===== src/rtl/reduce_pkg.sv =====
// Shared definitions for param_reduce_gate: mode encodings, result-entry layout
// and the reduction function.
package reduce_pkg;

  localparam int MODE_W = 3;
  localparam int MAX_N  = 32;

  localparam logic [MODE_W-1:0] MODE_OR   = 3'd0;
  localparam logic [MODE_W-1:0] MODE_AND  = 3'd1;
  localparam logic [MODE_W-1:0] MODE_XOR  = 3'd2;
  localparam logic [MODE_W-1:0] MODE_NOR  = 3'd3;
  localparam logic [MODE_W-1:0] MODE_NAND = 3'd4;
  localparam logic [MODE_W-1:0] MODE_XNOR = 3'd5;

  // Result entry is packed as {err, count, bit}; count width depends on N.
  localparam int RES_BIT_W = 1;
  localparam int RES_ERR_W = 1;

  function automatic int entry_w(input int cnt_w);
    return RES_ERR_W + cnt_w + RES_BIT_W;
  endfunction

  // Reduces the low n bits of data; returns {err, bit}. Bits at or above n are masked out.
  function automatic logic [1:0] reduce_fn(input logic [MAX_N-1:0] data,
                                           input logic [MODE_W-1:0] mode,
                                           input int n);
    logic or_v;
    logic and_v;
    logic xor_v;
    logic en_v;
    logic [1:0] res_v;
    or_v  = 1'b0;
    and_v = 1'b1;
    xor_v = 1'b0;
    for (int i = 0; i < MAX_N; i++) begin
      en_v  = (i < n);
      or_v  = or_v  | (data[i] & en_v);
      and_v = and_v & (data[i] | ~en_v);
      xor_v = xor_v ^ (data[i] & en_v);
    end
    case (mode)
      MODE_OR:   res_v = {1'b0, or_v};
      MODE_AND:  res_v = {1'b0, and_v};
      MODE_XOR:  res_v = {1'b0, xor_v};
      MODE_NOR:  res_v = {1'b0, ~or_v};
      MODE_NAND: res_v = {1'b0, ~and_v};
      MODE_XNOR: res_v = {1'b0, ~xor_v};
      default:   res_v = {1'b1, 1'b0};
    endcase
    return res_v;
  endfunction

endpackage


===== src/rtl/reduce_skid_buf.sv =====
// Generic 2-entry valid/ready FIFO with registered head; strict ordering.
module reduce_skid_buf #(
  parameter int W = 8
) (
  input  logic         clk,
  input  logic         rst_n,
  input  logic [W-1:0] in_data,
  input  logic         in_valid,
  output logic         in_ready,
  output logic [W-1:0] out_data,
  output logic         out_valid,
  input  logic         out_ready
);

  logic [1:0]   count_q, count_d;
  logic [W-1:0] head_q, head_d;
  logic [W-1:0] tail_q, tail_d;
  logic         push_s;
  logic         pop_s;

  assign in_ready  = (count_q < 2'd2);
  assign out_valid = (count_q > 2'd0);
  assign out_data  = head_q;
  assign push_s    = in_valid & in_ready;
  assign pop_s     = out_valid & out_ready;

  // Next-state: push and pop together only happen at count 1, so the new entry becomes head.
  always_comb begin
    count_d = count_q;
    head_d  = head_q;
    tail_d  = tail_q;
    case ({push_s, pop_s})
      2'b10: begin
        count_d = count_q + 2'd1;
        if (count_q == 2'd0) begin
          head_d = in_data;
        end else begin
          tail_d = in_data;
        end
      end
      2'b01: begin
        count_d = count_q - 2'd1;
        if (count_q == 2'd2) begin
          head_d = tail_q;
        end else begin
          head_d = head_q;
        end
      end
      2'b11: begin
        head_d = in_data;
      end
      default: begin
        count_d = count_q;
      end
    endcase
  end

  // Storage and occupancy registers.
  always_ff @(posedge clk or negedge rst_n) begin
    if (!rst_n) begin
      count_q <= 2'd0;
      head_q  <= '0;
      tail_q  <= '0;
    end else begin
      count_q <= count_d;
      head_q  <= head_d;
      tail_q  <= tail_d;
    end
  end

endmodule


===== src/rtl/param_reduce_gate.sv =====
// N-bit runtime-selectable reduction plus popcount behind a 2-entry skid buffer.
// Optional sticky OR-accumulator enabled by PARAM_REDUCE_STICKY_EN.
module param_reduce_gate
  import reduce_pkg::*;
#(
  parameter int N     = 4,
  parameter int CNT_W = $clog2(N + 1)
) (
  input  logic              clk,
  input  logic              rst_n,
  input  logic [N-1:0]      in_data,
  input  logic [MODE_W-1:0] in_mode,
  input  logic              in_valid,
  output logic              in_ready,
  output logic              out_bit,
  output logic [CNT_W-1:0]  out_count,
  output logic              out_err,
  output logic              out_valid,
  input  logic              out_ready,
  input  logic              sticky_clr,
  output logic              sticky_q
);

  localparam int ENTRY_W = entry_w(CNT_W);

  logic [1:0]         red_s;
  logic [CNT_W-1:0]   popcnt_s;
  logic [ENTRY_W-1:0] in_entry_s;
  logic [ENTRY_W-1:0] out_entry_s;

  // Reduction result {err, bit} for the current input.
  always_comb begin
    red_s = reduce_fn(MAX_N'(in_data), in_mode, N);
  end

  // Population count, independent of mode.
  always_comb begin
    popcnt_s = '0;
    for (int i = 0; i < N; i++) begin
      popcnt_s = popcnt_s + CNT_W'(in_data[i]);
    end
  end

  assign in_entry_s = {red_s[1], popcnt_s, red_s[0]};

  reduce_skid_buf #(
    .W (ENTRY_W)
  ) u_buf (
    .clk       (clk),
    .rst_n     (rst_n),
    .in_data   (in_entry_s),
    .in_valid  (in_valid),
    .in_ready  (in_ready),
    .out_data  (out_entry_s),
    .out_valid (out_valid),
    .out_ready (out_ready)
  );

  assign out_err   = out_entry_s[ENTRY_W-1];
  assign out_count = out_entry_s[CNT_W:1];
  assign out_bit   = out_entry_s[0];

`ifdef PARAM_REDUCE_STICKY_EN
  logic accept_s;
  logic sticky_d;

  assign accept_s = in_valid & in_ready;

  // Clear applies before the set so a coinciding accept still records its bit.
  always_comb begin
    if (sticky_clr) begin
      sticky_d = 1'b0;
    end else begin
      sticky_d = sticky_q;
    end
    if (accept_s) begin
      sticky_d = sticky_d | red_s[0];
    end else begin
      sticky_d = sticky_d;
    end
  end

  // Sticky accumulator register.
  always_ff @(posedge clk or negedge rst_n) begin
    if (!rst_n) begin
      sticky_q <= 1'b0;
    end else begin
      sticky_q <= sticky_d;
    end
  end
`else
  logic unused_sticky_clr_s;

  assign unused_sticky_clr_s = sticky_clr;
  assign sticky_q            = 1'b0;
`endif

endmodule


===== config.mk =====
export PLATFORM = sky130hd
export DESIGN_NAME = param_reduce_gate
export DESIGN_NICKNAME = d
export VERILOG_FILES = /design/src/rtl/reduce_pkg.sv /design/src/rtl/reduce_skid_buf.sv /design/src/rtl/param_reduce_gate.sv
export SDC_FILE = /design/constraint.sdc
export NUM_CORES = 1
export LEC_CHECK = 0
export CAP_MARGIN = 10
export CORE_MARGIN = 8
export CORE_UTILIZATION = 50
export DETAILED_ROUTE_END_ITERATION = 10
export GPL_TIMING_DRIVEN = 0
export HOLD_SLACK_MARGIN = 0.15
export PLACE_DENSITY_LB_ADDON = 0.25
export SLEW_MARGIN = 20
export SYNTH_ARGS = -nofsm -noshare
export SYNTH_HDL_FRONTEND = slang
export SYNTH_SLANG_ARGS = --single-unit

===== constraint.sdc =====
create_clock -name clk -period 3.7 [get_ports clk]
set_clock_uncertainty 0.15 [all_clocks]
set_input_delay 0.74 -clock clk [delete_from_list [all_inputs] [get_ports clk]]
set_output_delay 0.74 -clock clk [all_outputs]
set_load 0.02 [all_outputs]

==> Word-level counts from Yosys, hierarchy flattened <==
Index checks and enable logic that the tools add are counted.
{ "word_totals": {"register_bits": 12, "out_inout_bits": 8, "input_bits": 12} }
{ "classes": {"eq_ne": 11, "n_lt_le_gt_ge": 2, "reduce_logical": 6, "n_bitwise": 15, "addsub": 5, "n_mux": 5} }
{ "ops": {"columns": ["op", "count"], "rows": [
  ["$pmux 5 s3", 1],
  ["$pmux 2 s6", 1],
  ["$mux 5", 2],
  ["$add 3x1->3", 2],
  ["$eq 2x2->1 const B", 3],
  ["$eq 3x2->1 const B", 2],
  ["$eq 3x3->1 const B", 2],
  ["$and 1x1->1", 5],
  ["$ne 2x1->1 const B", 2],
  ["$not 1->1", 4],
  ["$pmux 2 s2", 1],
  ["$eq 3x1->1 const B", 1],
  ["$logic_not 3->1", 1],
  ["$or 1x1->1", 3],
  ["$reduce_and 3->1", 1],
  ["$reduce_bool 3->1", 1],
  ["$xor 1x1->1", 3],
  ["$add 1x1->2", 1],
  ["$add 2x1->2 const B", 1],
  ["$eq 2x1->1 const B", 1],
  ["$gt 2x1->1 const B", 1],
  ["$logic_not 2->1", 1],
  ["$lt 2x2->1 const B", 1],
  ["$reduce_and 2->1", 1],
  ["2 further kinds", 2]
]} }

==> Depth between registers and ports, before layout <==
Gate-level depths: netlist (run 1).
{ "depth": {"ltp_word": 7, "depth_mapped": 8} }

==> Cells and area by module <==
A second synthesis (run 1) with hierarchy kept.
{ "hier_totals": {"hier_cells": 64, "hier_area_um2": 778.2} }
{ "by_module_without_submodules": {"columns": ["mod", "area_per_inst_um2", "n_inst", "cells_each"], "rows": [
  ["reduce_skid_buf", 629.4, 1, 45],
  ["param_reduce_gate", 148.9, 1, 19]
]} }

==> Least setup slack after synthesis (run 1) <==
OpenSTA, ideal clock, no wires.
{ "synth_path": {"path_kind": "input to register", "startpoint": "in in_data[0]", "endpoint": "reg u_buf.head_q[2] (netlist: u_buf.out_data[2])", "arrival_time_ns": 2.202, "n_path_buf": 0, "required_time_ns": 3.422, "cell_stages": 6, "slack_ns": 1.220, "path_cell_list": "inv_1 -> ha_1 -> fa_1 -> ha_1 -> mux2_2 -> mux2_1"} }
{ "synth_between": {"elab_chain_len": 5} }
{ "synth_rtl": {"columns": ["item", "line", "text"], "rows": [
  ["from (decl)", "param_reduce_gate.sv:11", "input logic [N-1:0] in_data,"],
  ["$add 1x1->2 *", "param_reduce_gate.sv:40", "popcnt_s = popcnt_s + CNT_W'(in_data[i]);"],
  ["$add 3x1->3 * (2 in a row)", "param_reduce_gate.sv:40", null],
  ["named net popcnt_s[1]", "param_reduce_gate.sv:27", "logic [CNT_W-1:0] popcnt_s;"],
  ["$mux 5", "reduce_skid_buf.sv:35", "if (count_q == 2'd0) begin"],
  ["$pmux 5 s3 *", "reduce_skid_buf.sv:32", "case ({push_s, pop_s})"],
  ["to (signal assigned)", "reduce_skid_buf.sv:62", "head_q <= '0;"],
  ["to (signal assigned)", "reduce_skid_buf.sv:66", "head_q <= head_d;"],
  ["to (decl)", "reduce_skid_buf.sv:16", "logic [W-1:0] head_q, head_d;"]
]} }
Mark *: on every way through the listed nets, which the timed path passes. The rest lies on a longest branch. The select of a mux whose other input is x is not followed.
A chain may end at the register's enable or synchronous reset.

==> Worst setup path in the final report (run 1) <==
{ "layout_path": {"startpoint": "in in_data[0]", "endpoint": "reg u_buf.head_q[0] (netlist: u_buf.out_data[0])"} }
{ "layout_between": {"elab_chain_len": 7} }
{ "layout_rtl": {"columns": ["item", "line", "text"], "rows": [
  ["$xor 1x1->1, or another cell as far along (3 in a row)", "reduce_pkg.sv:39", "xor_v = xor_v ^ (data[i] & en_v);"],
  ["$not 1->1, on equally long branches", "reduce_pkg.sv:47, reduce_pkg.sv:45, reduce_pkg.sv:46", null],
  ["$pmux 2 s6 *", "reduce_pkg.sv:41", "case (mode)"],
  ["$mux 5", "reduce_skid_buf.sv:35", null],
  ["$pmux 5 s3 *", "reduce_skid_buf.sv:32", null]
]} }
Every way passes the cells marked *; elsewhere a longest branch is shown, timed or not. The select of a mux whose other input is x is not followed.

==> key figures, run 1 <==
GRT
  • Largest net degree at the start of global routing: 13
  • Busiest grt layer: met2
  • Met2 Resource Use GR: 17.4%
  • Total track usage: 11.7%
  • Vias in the first global route: 604
  • First-pass GRT wire length: 2530 um
  • Global route overflow: 0
  • Grt met1 use: 12.8%
  • Met3 Usage GRT: 5.35%
  • Initial antenna violation count: 0

Run
  • Maxcap violations: 0

Detailed routing
  • DR iter-0 viols: 0
  • Final WL: 1510 um
  • Pre-antenna DRT Iters: 1
  • Routed length per placed instance: 14.1 um
  • ANT nets after route: 0
  • DRC: 0
  • Via count: 563
  • DR vias/cell: 5.26

Cells and area
  • Multi-input logic area: 422 um2
  • Layout area overhead: 29.9%
  • Register area: 300 um2
  • Ant diodes: 0
  • Layout cells sized above 1: 17.6%
  • FILL cells: 115
  • Final nets: 111

Floorplan
  • Die area: 0.00302 mm2
  • Die W: 54.9 um
  • Rows: 14
  • Core Box Area: 0.00145 mm2
  • DIE HEIGHT: 54.9 um
  • IO Pins: 20
  • Initial core utilization: 52.1%

Setup path
  • Cell family with most CP delay: adder cells
  • Crit start category: primary input
  • Delay of the slowest critical-path stage: 0.57 ns
  • CP required: 3.71 ns
  • Kind of critical path: in -> reg
  • Critical Path Fanout Max: 4
  • Setup crit end kind: register
  • Data arrival, critical path: 2.78 ns
  • CP cell instances: clkdlybuf4s50_1 > inv_1 > ha_1 > fa_1 > nand2_1 > and4b_1 > a211oi_1 > o2bb2ai_1
  • Worst path slowest cell: fa_1
  • Bufs and invs on worst path: 2

Pwr
  • Clock share of power: 14.6%
  • Logic pwr share: 52.7%
  • Switching power: 0.267 mW
  • Leak: 0.450 nW
  • Reg power frac: 32.7%
  • Switching share of total power: 37.5%
  • Power Density: 723 mW/mm2
  • Int Pwr: 0.444 mW
  • Peak VDD IR: 444 uV

STA
  • Slew headroom: 65.8%
  • Final hold violations: 0
  • Setup Total Neg Slack: 0 ns
  • Final Max Tran Viols: 0
  • PnR worst setup slack: 0.927 ns
  • Tmin final: 2.77 ns
  • RSZ-0062 raised after global routing: false
  • Final period util: 74.9%
  • Setup violations, final: 0
  • Actual transition at the worst max-transition pin: 0.511 ns
  • FMAX: 361 MHz

Clock network
  • CTS H-tree lvls: 1
  • CTS tree: built
  • Post-CTS sizing: 0
  • Root Driver: clkbuf_4
  • TritonCTS Sinks: 12
  • Setup Buffers After CTS: 0
  • CTS clock-pin slew for the worst setup and hold paths: 0.08 ns
  • Max clock buf depth: 2
  • Worst-Skew Late Latency: 0.27 ns
  • Hold buffer count at cts: 0
  • TritonCTS Buffers: 3

Place
  • GP Congestion: 0.790
  • DP HPWL: 1160 um
  • I/O Buffers: 17
  • Pre-CTS WS: 0.624 ns

Synth
  • Top post-synthesis cells by count: 12 x dfrtp_1, 9 x nand2_1, 6 x ha_1, 6 x inv_1, 6 x mux2_2
  • Post-synth cell types: 28
  • Synth Flop Type: dfrtp_1
  • Warnings from Yosys: 0
  • Syn Nets: 89
  • Post-Syn Instances: 70
  • Most frequent cell after synthesis: dfrtp_1
  • Yosys top cell by area: dfrtp_1
  • Sequential area share after synthesis: 39.7%
  • Ys async rst share: 100%
  • Area of the mapped netlist: 757 um2
  • Average size of a mapped cell: 10.8 um2
  • Top post-synthesis cells by area: dfrtp_1 40%, ha_1 9.9%, mux2_2 8.9%
  • Post-synth top area share: 39.7%
  • Synthesis-stage register bit count: 12
  • Post-synth EDFFs: 0

Worst hold path
  • Worst min path class: reg -> reg

Status
  • Outcome: complete, no violations
cell usage in the layout, fill, tap and decap left out, types with 2 or more instances in the layout:
cell type	netlist	layout
xor2_1	2	2
mux2_1	4	4
o21ai_0	4	4
clkbuf_4	0	3
inv_1	6	6
nand2b_1	2	2
mux2_2	6	6
ha_1	6	6
nand2_1	9	9
clkdlybuf4s50_1	0	17
dfrtp_1	12	12
final timing paths:
| kind | to | startpoint | cells after the start | slack, ns |
|---|---|---|---|---|
| max | u_buf.out_data[0]$_DFFE_PN0P_ | in_data[0] | 8 | 0.93 |
| max in group asynchronous | u_buf.out_data[1]$_DFFE_PN0P_ | rst_n | 1 | 2.41 |
| min | u_buf.out_data[3]$_DFFE_PN0P_ | u_buf.out_data[3]$_DFFE_PN0P_ | 1 | 0.34 |
| max reg2reg | u_buf.out_data[2]$_DFFE_PN0P_ | u_buf.count_q[0]$_DFFE_PN0P_ | 8 | 1.46 |
| min reg2reg | u_buf.out_data[3]$_DFFE_PN0P_ | u_buf.out_data[3]$_DFFE_PN0P_ | 1 | 0.34 |
| min in group asynchronous | u_buf.out_data[4]$_DFFE_PN0P_ | rst_n | 1 | 0.65 |
power groups by stage:
stage          clock [mW]  combinational [mW]  sequential, mW
3_5_place_dp            0               0.376           0.235
2_1_floorplan           0               0.219           0.260
5_1_grt             0.112               0.414           0.242
3_3_place_gp            0               0.368           0.232
4_1_cts             0.108               0.381           0.233
6_report            0.104               0.375           0.233
metrics by stage:
| step | util [%] | std cells | power (mW) | cell area (um2) | hold WS, ns |
|---|---|---|---|---|---|
| CTS | 67.6 | 107 | 0.722 | 983 | 0.349 |
| floorplan | - | 70 | 0.479 | 757 | 0.294 |
| global route | 67.6 | 107 | 0.768 | 983 | 0.368 |
| global placement | 65.1 | 103 | 0.601 | 947 | 0.314 |
| detailed placement | 65.1 | 103 | 0.612 | 947 | 0.331 |
| finish | 67.6 | 107 | 0.711 | 983 | 0.345 |
final cells by class:
| type | count | area share (%) |
|---|---|---|
| inverters | 6 | 2.29 |
| plain buffers | 2 | 1.27 |
| repair buffers | 17 | 17.3 |
| well taps | 16 | 2.04 |
| multi-input cells | 50 | 42.9 |
| clock buffers | 4 | 3.69 |
| flip-flops and latches | 12 | 30.5 |
routing by layer:
layer / wire [um] / up-vias / share of wire, %
met1: 648 / 258 / 43
met5: 0 / - / 0
met4: 53 / 0 / 3.5
met3: 126 / 6 / 8.4
met2: 679 / 14 / 45
li1: - / 285 / -
flip-flops by register name, indices dropped and copies added, names as in the netlist:
name	flops
u_buf.out_data	5
u_buf.count_q	2
u_buf.tail_q	5
kinds of logic (layout without fill, tap and decap cells):
group	Yosys count	in the layout	synth area share, %
compound gates	11	11	9.92
simple gates	18	18	14.4
flops	12	12	39.7
mux	10	10	14.9
fa+ha+maj	7	7	12.6
xor+xnor	3	3	3.47
other cells	1	1	0.495
buf+inv	8	29	4.63
Power figures use the tool's default switching activity.
==> run 2: changes to the inputs <==
CORE_UTILIZATION = 46   (was 50)
clock period = 2.69 ns   (was 3.7 ns; I/O delays follow)
==> key figures, run 2 (synthesized netlist as in run 1, its figures left out) <==
GRT
  • Total track usage: 10.2% (-1.6 points)
  • Vias in the first global route: 650 (+7.6%)
  • Global route overflow: 0 (unchanged)
  • Largest net degree at the start of global routing: 13 (unchanged)
  • Initial antenna violation count: 0 (unchanged)
  • First-pass GRT wire length: 2720 um (+7.3%)

STA
  • RSZ-0062 raised after global routing: false
  • Final period util: 95.6%
  • Setup Total Neg Slack: 0 ns (unchanged)
  • Final hold violations: 0 (unchanged)
  • FMAX: 389 MHz
  • Actual transition at the worst max-transition pin: 0.511 ns (+0.000779 ns)
  • Tmin final: 2.57 ns
  • Final Max Tran Viols: 0 (unchanged)
  • PnR worst setup slack: 0.118 ns (-0.809 ns)
  • Setup violations, final: 0 (unchanged)
  • Slew headroom: 65.8% (about the same)

Pwr
  • Reg power frac: 33.0% (+0.3 points)
  • Power Density: 987 mW/mm2 (+36%)
  • Peak VDD IR: 627 uV (+41%)
  • Leak: 0.451 nW (+0.25%)
  • Logic pwr share: 52.7% (about the same)
  • Switching power: 0.364 mW (+36%)
  • Switching share of total power: 37.3% (-0.26 points)
  • Int Pwr: 0.612 mW (+38%)
  • Clock share of power: 14.3% (-0.3 points)

Setup path
  • Setup crit end kind: register
  • Delay of the slowest critical-path stage: 0.48 ns (-0.09 ns)
  • Crit start category: primary input
  • CP required: 2.69 ns (-1.02 ns)
  • Crit path top cell by count: ha_1
  • CP cell instances: clkdlybuf4s50_1 > inv_1 > ha_1 > fa_1 > ha_1 > mux2_2 > mux2_1
  • Critical Path Fanout Max: 2 (-2)
  • Worst path slowest cell: clkdlybuf4s50_1
  • Kind of critical path: in -> reg
  • Data arrival, critical path: 2.58 ns (-0.20 ns)

Run
  • Maxcap violations: 0 (unchanged)

Cells and area
  • Layout Cells excl Fill: 107 (unchanged)
  • Final core utilization: 64.9% (-2.8 points)
  • Most frequent cells in the layout: 17 x clkdlybuf4s50_1, 12 x dfrtp_1, 9 x nand2_1
  • Commonest non-fill, non-tap cell in the layout: clkdlybuf4s50_1
  • Final nets: 111 (unchanged)
  • Layout cells sized above 1: 18.7% (+1.1 points)
  • Ant diodes: 0 (unchanged)
  • Final Cell Area: 988 um2 (+0.51%)
  • FILL cells: 127 (+10%)
  • Layout area overhead: 30.6%

Floorplan
  • Core Box Area: 0.00152 mm2 (+4.8%)
  • DIE HEIGHT: 56.6 um (+3.0%)
  • Initial core utilization: 49.7% (-2.4 points)
  • Die W: 56.6 um (+3.0%)
  • Rows: 14 (unchanged)
  • Die area: 0.00320 mm2 (+6.1%)
  • IO Pins: 20 (unchanged)

Place
  • Cell area after placement: 947 um2 (unchanged)
  • I/O Buffers: 17 (unchanged)
  • GP Congestion: 0.750 (-5.1%)
  • Pre-CTS WS: -0.177 ns (-0.801 ns)
  • Inst Count DP: 103 (unchanged)
  • DP HPWL: 1210 um (+5.0%)

Clock network
  • Worst-Skew Late Latency: 0.27 ns (about the same)
  • CTS clock-pin slew for the worst setup and hold paths: 0.07 ns (about the same)
  • Root Driver: clkbuf_4
  • TritonCTS Sinks: 12 (unchanged)
  • Max clock buf depth: 2 (unchanged)
  • CTS H-tree lvls: 1 (unchanged)
  • CTS tree: built
  • TritonCTS Buffers: 3 (unchanged)

Detailed routing
  • ANT nets after route: 0 (unchanged)
  • Routed length per placed instance: 13.9 um (-1.1%)
  • Pre-antenna DRT Iters: 4 (+3)
  • DR vias/cell: 5.51 (+4.8%)
  • Final WL: 1490 um (-1.1%)
  • Via count: 590 (+4.8%)
  • DR iter-0 viols: 2 (+2)
  • DRC: 0 (unchanged)

Status
  • Outcome: complete, no violations

Worst hold path
  • Worst min path class: reg -> reg
## run 2: changes by cell type in the layout (fill, tap and decap cells not counted)
cell      before  now
a211oi_1       1    0
a211oi_2       1    2
## run 2: worst paths after layout
check / from / to / slack (ns) / depth (start not counted)
max: in_data[0] / u_buf.out_data[2]$_DFFE_PN0P_ / 0.12 / 7
min: u_buf.out_data[3]$_DFFE_PN0P_ / u_buf.out_data[3]$_DFFE_PN0P_ / 0.35 / 1
max reg2reg: u_buf.count_q[0]$_DFFE_PN0P_ / u_buf.out_data[1]$_DFFE_PN0P_ / 0.46 / 8
min reg2reg: u_buf.out_data[3]$_DFFE_PN0P_ / u_buf.out_data[3]$_DFFE_PN0P_ / 0.35 / 1
max in group asynchronous: rst_n / u_buf.count_q[1]$_DFFE_PN0P_ / 1.59 / 1
min in group asynchronous: rst_n / u_buf.out_data[2]$_DFFE_PN0P_ / 0.46 / 1
## run 2: what timing repair did
item	CTS	global route
hold buffers	0	0
buffers inserted	0	0
endpoints found under the hold margin	0	0
resized for setup	0	1
endpoints found under the setup margin	0	1
## run 2: area by class of cell
cell class | instances | area [um2] | share of cell area [%]
Multi-Input combinational cell | 50 | 427 | 43.2
Sequential cell | 12 | 300 | 30.4
Timing Repair Buffer | 17 | 170 | 17.2
Clock buffer | 4 | 36.3 | 3.67
Inverter | 6 | 22.5 | 2.28
Tap cell | 16 | 20.0 | 2.03
Buffer | 2 | 12.5 | 1.27
## run 2: power by group through the flow
| stage | Combinational, mW | Sequential [mW] | Clock (mW) |
|---|---|---|---|
| floorplan | 0.301 | 0.358 | 0 |
| global placement | 0.508 | 0.320 | 0 |
| detailed placement | 0.519 | 0.327 | 0 |
| CTS | 0.522 | 0.323 | 0.145 |
| global route | 0.567 | 0.335 | 0.153 |
| finish | 0.514 | 0.322 | 0.139 |
## run 2: through the flow
stage               power (mW)  hold WS (ns)
floorplan                0.659        0.0924
global placement         0.828         0.313
detailed placement       0.845         0.335
CTS                      0.990         0.353
global route              1.05         0.376
finish                   0.976         0.346
## run 2: worst max-delay path, delay by kind of cell
family | cells | cell delay (ns)
fa+ha+maj | 3 | 0.98
mux | 2 | 0.53
buf+inv | 2 | 0.53
## run 2: layer usage
layer	track usage (%)	part of all wire [%]	wire, um	vias to the layer above
met4	5.15	2.5	37	0
met3	2.70	7.2	108	10
met2	17.7	47	707	24
met1	10.9	43	638	273
li1	-	-	-	283
met5	0	0	0	-
